`src/rtl/fila_pkg.sv`:
```
// Shared widths, queue depth and driver state encoding for the queue initiator.
package fila_pkg;

    localparam int DATA_W = 8;
    localparam int DEPTH  = 8;
    localparam int LEN_W  = 8;

    typedef enum logic [2:0] {
        ST_IDLE     = 3'd0,
        ST_ENQ      = 3'd1,
        ST_ENQ_WAIT = 3'd2,
        ST_DEQ      = 3'd3,
        ST_DEQ_DATA = 3'd4,
        ST_DEQ_WAIT = 3'd5
    } fila_drv_state_t;

    // Anything at or above capacity counts as full, so a corrupt length never allows a push.
    function automatic logic len_is_full(input logic [LEN_W-1:0] len);
        return len >= LEN_W'(DEPTH);
    endfunction

endpackage

```
`src/rtl/fila_driver_btn_debounce.sv`:
```
// Pushbutton conditioner: 2-FF synchroniser, stable-time debouncer, rising-edge pulse.
module btn_debounce #(
    parameter int DEB_CYCLES = 100
) (
    input  logic clk_10KHz,
    input  logic reset_n,
    input  logic btn_in,
    output logic btn_rise
);

    localparam int CNT_W = (DEB_CYCLES > 1) ? $clog2(DEB_CYCLES) : 1;
    localparam logic [CNT_W-1:0] CNT_LOAD = CNT_W'(DEB_CYCLES - 1);

    logic             sync_q1;
    logic             sync_q2;
    logic             level;
    logic [CNT_W-1:0] cnt;

    // Counter reloads on every sample that agrees with the current level; the level only
    // flips once the counter has run down through DEB_CYCLES disagreeing samples in a row.
    always_ff @(posedge clk_10KHz or negedge reset_n) begin
        if (!reset_n) begin
            sync_q1  <= 1'b0;
            sync_q2  <= 1'b0;
            level    <= 1'b0;
            cnt      <= '0;
            btn_rise <= 1'b0;
        end else begin
            sync_q1  <= btn_in;
            sync_q2  <= sync_q1;
            btn_rise <= 1'b0;
            if (sync_q2 == level) begin
                cnt <= CNT_LOAD;
            end else if (cnt == '0) begin
                level    <= sync_q2;
                cnt      <= CNT_LOAD;
                btn_rise <= sync_q2;
            end else begin
                cnt <= cnt - 1'b1;
            end
        end
    end

endmodule

```
`src/rtl/fila_driver.sv`:
```
// Queue initiator: debounced buttons become single-cycle enqueue/dequeue commands,
// with occupancy tracking, dequeued-value capture and rejection of illegal requests.
//
// state       | meaning
// ------------+----------------------------------------------------------
// ST_IDLE     | waiting for a button request; validates it against full/empty
// ST_ENQ      | q_enqueue_out high for this single cycle
// ST_ENQ_WAIT | queue length settles after the push
// ST_DEQ      | q_dequeue_out high for this single cycle
// ST_DEQ_DATA | queue head is valid; captured into disp_data_out
// ST_DEQ_WAIT | queue shifts and decrements its length
module fila_driver
    import fila_pkg::*;
#(
    parameter int DEB_CYCLES = 100
) (
    input  logic              clk_10KHz,
    input  logic              reset_n,
    input  logic              btn_enq_in,
    input  logic              btn_deq_in,
    input  logic [DATA_W-1:0] sw_data_in,
    input  logic [LEN_W-1:0]  q_len_in,
    input  logic [DATA_W-1:0] q_data_in,
    output logic [DATA_W-1:0] q_data_out,
    output logic              q_enqueue_out,
    output logic              q_dequeue_out,
    output logic [DATA_W-1:0] disp_data_out,
    output logic [LEN_W-1:0]  disp_len_out,
    output logic              deq_valid_out,
    output logic              full_out,
    output logic              empty_out,
    output logic              err_out
);

    fila_drv_state_t state;
    logic            enq_req;
    logic            deq_req;

    btn_debounce #(.DEB_CYCLES(DEB_CYCLES)) u_deb_enq (
        .clk_10KHz (clk_10KHz),
        .reset_n   (reset_n),
        .btn_in    (btn_enq_in),
        .btn_rise  (enq_req)
    );

    btn_debounce #(.DEB_CYCLES(DEB_CYCLES)) u_deb_deq (
        .clk_10KHz (clk_10KHz),
        .reset_n   (reset_n),
        .btn_in    (btn_deq_in),
        .btn_rise  (deq_req)
    );

    assign full_out  = len_is_full(q_len_in);
    assign empty_out = (q_len_in == '0);

    always_ff @(posedge clk_10KHz or negedge reset_n) begin
        if (!reset_n) begin
            state         <= ST_IDLE;
            q_data_out    <= '0;
            q_enqueue_out <= 1'b0;
            q_dequeue_out <= 1'b0;
            disp_data_out <= '0;
            disp_len_out  <= '0;
            deq_valid_out <= 1'b0;
            err_out       <= 1'b0;
        end else begin
            q_enqueue_out <= 1'b0;
            q_dequeue_out <= 1'b0;
            deq_valid_out <= 1'b0;
            err_out       <= 1'b0;
            disp_len_out  <= q_len_in;

            // Busy: any request outside IDLE is dropped, never queued for later.
            if (state != ST_IDLE && (enq_req || deq_req)) begin
                err_out <= 1'b1;
            end

            case (state)
                ST_IDLE: begin
                    if (enq_req && deq_req) begin
                        err_out <= 1'b1;
                    end else if (enq_req) begin
                        if (full_out) begin
                            err_out <= 1'b1;
                        end else begin
                            state         <= ST_ENQ;
                            q_data_out    <= sw_data_in;
                            q_enqueue_out <= 1'b1;
                        end
                    end else if (deq_req) begin
                        if (empty_out) begin
                            err_out <= 1'b1;
                        end else begin
                            state         <= ST_DEQ;
                            q_dequeue_out <= 1'b1;
                        end
                    end
                end
                ST_ENQ:      state <= ST_ENQ_WAIT;
                ST_ENQ_WAIT: state <= ST_IDLE;
                ST_DEQ:      state <= ST_DEQ_DATA;
                ST_DEQ_DATA: begin
                    disp_data_out <= q_data_in;
                    deq_valid_out <= 1'b1;
                    state         <= ST_DEQ_WAIT;
                end
                ST_DEQ_WAIT: state <= ST_IDLE;
                default:     state <= ST_IDLE;
            endcase
        end
    end

endmodule

```
`config.mk`:
```
export PLATFORM = sky130hd
export DESIGN_NAME = fila_driver
export DESIGN_NICKNAME = d
export VERILOG_FILES = /design/src/rtl/fila_pkg.sv /design/src/rtl/fila_driver_btn_debounce.sv /design/src/rtl/fila_driver.sv
export SDC_FILE = /design/constraint.sdc
export NUM_CORES = 1
export LEC_CHECK = 0
export BUFFER_PORTS_ARGS = -buffer_cell sky130_fd_sc_hd__buf_4
export CELL_PAD_IN_SITES_DETAIL_PLACEMENT = 0
export CELL_PAD_IN_SITES_GLOBAL_PLACEMENT = 1
export CORE_MARGIN = 1.5
export CORE_UTILIZATION = 39
export DETAILED_ROUTE_END_ITERATION = 6
export PLACE_DENSITY_LB_ADDON = 0.1
export SYNTH_ARGS = -nofsm -noshare
export SYNTH_HDL_FRONTEND = slang
export SYNTH_SLANG_ARGS = --single-unit
```
`constraint.sdc`:
```
create_clock -name clk_10KHz -period 2.6 [get_ports clk_10KHz]
set_input_delay 0 -clock clk_10KHz [delete_from_list [all_inputs] [get_ports clk_10KHz]]
set_output_delay 0 -clock clk_10KHz [all_outputs]
set_load 0.005 [all_outputs]
```
==> run_results.csv, run 1 <==
group,metric,value,unit
status,status,"finished clean",
sta,min_period,1.56,ns
die,core-area,5140,sq um
grt,grt_usage,15.7,%
clocking,clkTransAtPathRegs,0.09,ns
die,fp.dieW,76.2,microns
sta,hold_slack,0.259,ns
die,initial_core_util,40.6,%
power,p_per_area,491,nW/um^2
cells_and_area,area_growth,41.4,%
grt,grt_pass1_vias,1515,
yosys,synth_cell_types,35,
route,initialDrtViolationCount,25,
clocking,cts.repair.resized,0,
place,place_congestion,0.777,
yosys,yosys.area.top_type,"dfrtp_1",
route,ant_nets,0,
sta,relSlewSlack,57.0,%
yosys,yosys-top-cells-area,"dfrtp_1, mux2_2, ha_1, xnor2_1, inv_1",
clocking,htree_levels,2,
grt,grt.overflow.total,0,
critical_path,cp_max_fo,9,
route,wirelength,4190,microns
place,dp.cells,280,
clocking,numCtsBuffers,5,
critical_path,setup.worst_path.end_class,"flop",
clocking,cts-root-buf,"clkbuf_8",
clocking,tritoncts,"built",
sta,finClkSkew,0.00936,ns
yosys,synth_async_sr_flop_share,100,%
cells_and_area,fin_util,57.4,%
sta,rsz0062_at_grt,"false",
cells_and_area,finalNetCount,276,
sta,timing.fmax,0.639,GHz
critical_path,r2r_start,"state[1]",
yosys,syn_avg_cell_area,13.6,sq um
sta,hold_viol_final,0,
sta,drv_slew,0,
clocking,cts_num_sinks,53,
critical_path,slowest_delay,0.54,ns
yosys,synth-seq-cells,53,
power,power_leakage,0.00145,uW
cells_and_area,stdcell_count,315,
sta,period_share,60.2,%
yosys,syn-num-nets,186,
route,wl_per_cell,13.3,microns
power,ir_drop,0.252,mV
sta,setup-violations-final,0,
place,dp_hpwl,2760,microns
critical_path,critPathArrivalTime,1.75,ns
run,cap_violations,0,
die,die_area,5800,sq um
grt,grt_pass1_wl,7190,microns
critical_path,slowest_stage,"dlygate4sd3_1",
sta,tns,0,ns
die,ios,58,
route,vias,1455,
critical_path,path_delay_family,"simple AND/OR/NAND/NOR gates",
cells_and_area,fillers,457,
yosys,synth_top_area_share,63.5,%
clocking,clockBufferDepth,2,
critical_path,critPathLaunchType,"primary input",
critical_path,crit_chain,"dlygate4sd3_1 -> buf_4 -> nor3_2 -> nand3_2 -> mux2_2",
critical_path,cp-startpoint,"q_len_in[7]",
yosys,synth_ff_type,"dfrtp_1",
clocking,clkLatencyLatePin,0.30,ns
yosys,synth-edff-count,0,
clocking,cts_setup_buffers,0,
sta,tightest_slew,0.645,ns
route,drt_first_pass_iters,4,
grt,antenna_found_initial,0,
yosys,syn_inst,154,
yosys,yosysSeqAreaShare,63.5,%
cells_and_area,drive_gt1_share,37.1,%
critical_path,path_buf_inv,2,
route,vias_per_cell,4.62,
cells_and_area,antenna_cells,0,
die,die_y,76.2,microns
place,io_buffer_count,57,
critical_path,cp.required,2.79,ns
critical_path,path_class,"in -> reg",
yosys,synth_area,2090,sq um
worst_hold_path,worstHoldPathType,"in -> async",
grt,grt_max_degree,54,
clocking,cts_hold_buf,27,
die,rows,26,
yosys,synth-warning-count,0,
route,drcViolationCount,0,
[worst reg2reg max path: stages (launching register included)]
cell,delay [ns]
dfrtp_1,0.44
nor2_1,0.15
and2_1,0.43
mux2_2,0.40
[state kept, by name, indices dropped and copies added, names as in the netlist, 3 cells and up]
register and flops:
disp_data_out 8, disp_len_out 8, q_data_out 8, u_deb_deq.cnt 7, u_deb_enq.cnt 7, state 3
[layout make-up]
| type | instances | area, sq um | area share [%] |
|---|---|---|---|
| well taps | 70 | 87.6 | 2.97 |
| repair buffers | 84 | 698 | 23.7 |
| flip-flops and latches | 53 | 1330 | 44.9 |
| clock buffers | 7 | 76.3 | 2.59 |
| clock inverters | 1 | 7.51 | 0.254 |
| inverters | 8 | 30.0 | 1.02 |
| multi-input cells | 92 | 726 | 24.6 |
[cells by family (layout without fill, tap and decap cells)]
| group | count (synthesis) | in the layout | share of synthesized area [%] |
|---|---|---|---|
| flops | 53 | 53 | 63.5 |
| buf+inv | 9 | 100 | 1.68 |
| xor+xnor | 6 | 6 | 2.52 |
| fa+ha+maj | 4 | 4 | 2.40 |
| compound gates | 22 | 22 | 7.31 |
| simple gates | 42 | 42 | 12.8 |
| mux | 18 | 18 | 9.71 |
[placed cells by master (no fill, tap or decap), types with 2 or more instances in the layout]
cell type / synthesis / final
buf_4: 0 / 57
dfrtp_1: 53 / 53
dlygate4sd3_1: 0 / 27
mux2_2: 17 / 17
inv_1: 8 / 8
nand2_1: 8 / 8
nor2_1: 6 / 6
clkbuf_8: 0 / 5
o21ai_0: 4 / 4
nor3b_1: 4 / 4
xnor2_1: 4 / 4
a21oi_1: 4 / 4
and3_1: 4 / 4
ha_1: 4 / 4
or3_1: 3 / 3
nor2b_1: 2 / 2
nor4_2: 2 / 2
xor2_1: 2 / 2
a21boi_0: 2 / 2
nand3_1: 2 / 2
a21bo_2: 2 / 2
o31ai_1: 2 / 2
and2_1: 2 / 2
nor3_2: 2 / 2
or2_2: 2 / 2
a31oi_1: 2 / 2
o31a_1: 2 / 2
clkbuf_1: 0 / 2
[report_power, final]
group / total [uW] / switching, uW / internal, uW
clock network: 447 / 256 / 191
logic: 139 / 56.5 / 82.2
registers: 863 / 17.5 / 846
total: 1450 / 330 / 1120
[cells in the mapped netlist, types with 3 or more instances]
cell type / n
xnor2_1: 4
a21oi_1: 4
nor2_1: 6
dfrtp_1: 53
mux2_2: 17
ha_1: 4
nor3b_1: 4
and3_1: 4
o21ai_0: 4
nand2_1: 8
inv_1: 8
or3_1: 3
[stage by stage]
step	power (uW)	worst slack (ns)	cell area, sq um
finish	1450	1.04	2950
global route	1520	0.952	2950
CTS	1470	1.06	2950
detailed placement	987	1.11	2600
global placement	983	1.18	2600
floorplan	917	1.20	2090
[final timing paths]
| check | to | slack, ns | cells after the start |
|---|---|---|---|
| max | q_data_out[5] | 1.04 | 5 |
| min | disp_data_out[4] | 0.26 | 2 |
| max reg2reg | disp_data_out[0] | 1.08 | 3 |
| min reg2reg | u_deb_deq.sync_q2 | 0.35 | 0 |
| max in group asynchronous | q_data_out[3] | 1.90 | 2 |
| min in group clk_10KHz | u_deb_enq.sync_q1 | 0.35 | 2 |
[per-layer routing]
layer | GRT usage, % | share of wire [%] | wire [microns]
met5 | 0 | 0 | 0
met4 | 6.67 | 1.4 | 60
met3 | 4.43 | 4.6 | 191
met2 | 26.9 | 53 | 2200
met1 | 18.5 | 41 | 1740
No activity file was read; power rests on OpenSTA's default activity.
==> run 2: changes to the inputs <==
==> constraint.sdc (replaced) <==
create_clock -name clk_10KHz -period 1.6 [get_ports clk_10KHz]
set_input_delay 0 -clock clk_10KHz [delete_from_list [all_inputs] [get_ports clk_10KHz]]
set_output_delay 0 -clock clk_10KHz [all_outputs]
set_load 0.005 [all_outputs]
==> run_results.csv, run 2 (same netlist as run 1, synthesis figures left out) <==
group,metric,value,unit
status,status,"finished clean",
grt,grt_usage,15.6,%
place,place_congestion,0.748,
route,vias_per_cell,4.72,
route,drt_first_pass_iters,4,
cells_and_area,design_area,2970,sq um
power,p_per_area,792,nW/um^2
critical_path,slowest_stage,"dfrtp_1",
clocking,cts-root-buf,"clkbuf_8",
grt,grt_max_degree,54,
critical_path,path_buf_inv,0,
worst_hold_path,worstHoldPathType,"in -> async",
route,initialDrtViolationCount,71,
cells_and_area,drive_gt1_share,38.5,%
grt,grt_pass1_vias,1582,
critical_path,path_class,"reg -> reg",
die,fp.dieW,76.2,microns
route,ant_nets,0,
critical_path,critPathLaunchType,"flop",
cells_and_area,area_growth,42.1,%
critical_path,cp_max_fo,9,
critical_path,reg2reg_depth,3,
critical_path,critPathArrivalTime,1.67,ns
clocking,htree_levels,2,
sta,setup-violations-final,0,
critical_path,r2r_start,"state[1]",
place,dp.cells,282,
sta,hold_viol_final,0,
cells_and_area,top_regs,"disp_data_out: 8 flops, disp_len_out: 8 flops, q_data_out: 8 flops",
clocking,tritoncts,"built",
cells_and_area,fin_util,57.7,%
critical_path,setup.worst_path.end_class,"flop",
clocking,numCtsBuffers,5,
cells_and_area,layout_common_cells,"buf_4, dfrtp_1, dlygate4sd3_1",
die,core-area,5140,sq um
grt,grt_pass1_wl,7100,microns
cells_and_area,finalNetCount,278,
sta,tightest_slew,0.664,ns
route,drcViolationCount,0,
sta,min_period,1.48,ns
die,rows,26,
sta,relSlewSlack,55.7,%
power,power,2350,uW
place,dp_hpwl,2830,microns
sta,timing.fmax,0.676,GHz
clocking,clockBufferDepth,2,
grt,grt.overflow.total,0,
critical_path,slowest_delay,0.43,ns
grt,antenna_found_initial,0,
die,die_y,76.2,microns
route,vias,1495,
cells_and_area,antenna_cells,0,
route,wl_per_cell,13.3,microns
sta,period_share,92.5,%
critical_path,crit_chain,"nor3_2 -> nand3_2 -> mux2_2",
cells_and_area,layout_commonest_cell,"buf_4",
place,io_buffer_count,57,
sta,tns,0,ns
critical_path,path_delay_family,"simple AND/OR/NAND/NOR gates",
sta,rsz0062_at_grt,"false",
route,wirelength,4230,microns
clocking,cts_num_sinks,53,
die,initial_core_util,40.6,%
critical_path,timing.reg2reg.setup_slack,0.12,ns
die,ios,58,
critical_path,cp.required,1.79,ns
sta,drv_slew,0,
power,ir_drop,0.530,mV
sta,finClkSkew,0.00273,ns
die,die_area,5800,sq um
run,cap_violations,0,
power,power_leakage,0.00147,uW
critical_path,rr_endpoint,"q_data_out[5]",
place,placed_area,2610,sq um
cells_and_area,stdcell_count,317,
critical_path,cp-startpoint,"state[1]",
clocking,clkTransAtPathRegs,0.09,ns
clocking,clkLatencyLatePin,0.30,ns
## run 2: per-stage QoR
| step | setup slack (ns) | hold WS (ns) |
|---|---|---|
| after floorplan | 0.203 | -0.296 |
| after global placement | 0.185 | 0.0613 |
| after detailed placement | 0.120 | 0.0752 |
| after CTS | 0.100 | 0.294 |
| after global routing | 0.0126 | 0.322 |
| final | 0.120 | 0.271 |
## run 2: final cells by class
type | count | area [sq um]
fill | 451 | 2170
sequential | 53 | 1330
multi-input combinational | 92 | 727
timing repair buffer | 86 | 713
tap | 70 | 87.6
clock buffer | 6 | 72.6
inverter | 8 | 30.0
clock inverter | 2 | 10.0
## run 2: repair_timing
item | in CTS | in global routing
gates resized for setup | 0 | 1
endpoints found under the setup margin | 0 | 5
endpoints found under the hold margin | 79 | 0
hold buffers | 27 | 0
buffers inserted | 0 | 0
## run 2: power breakdown
part	total [uW]	internal (uW)	switching, uW
logic	232	137	94.9
registers	1400	1370	28.1
clock network	716	304	412
## run 2: worst max-delay path by stage
stage	cells after the start	slack (ns)	endpoint
final	3	0.12	q_data_out[5]
after global routing	3	0.01	q_data_out[4]
after CTS	3	0.1	disp_data_out[0]
after detailed placement	3	0.12	disp_data_out[2]
after global placement	3	0.18	disp_data_out[2]
after floorplan	3	0.20	u_deb_deq.cnt[5]
## run 2: layer usage
metal  share of wire, %  track usage, %  wire length, microns  vias to the layer above
met5                  0               0                     0                        -
met1                 40            17.6                  1710                      736
met2                 54            28.5                  2300                       32
met4                1.0            4.44                    44                        0
met3                4.3            4.55                   184                        6
li1                   -               -                     -                      721
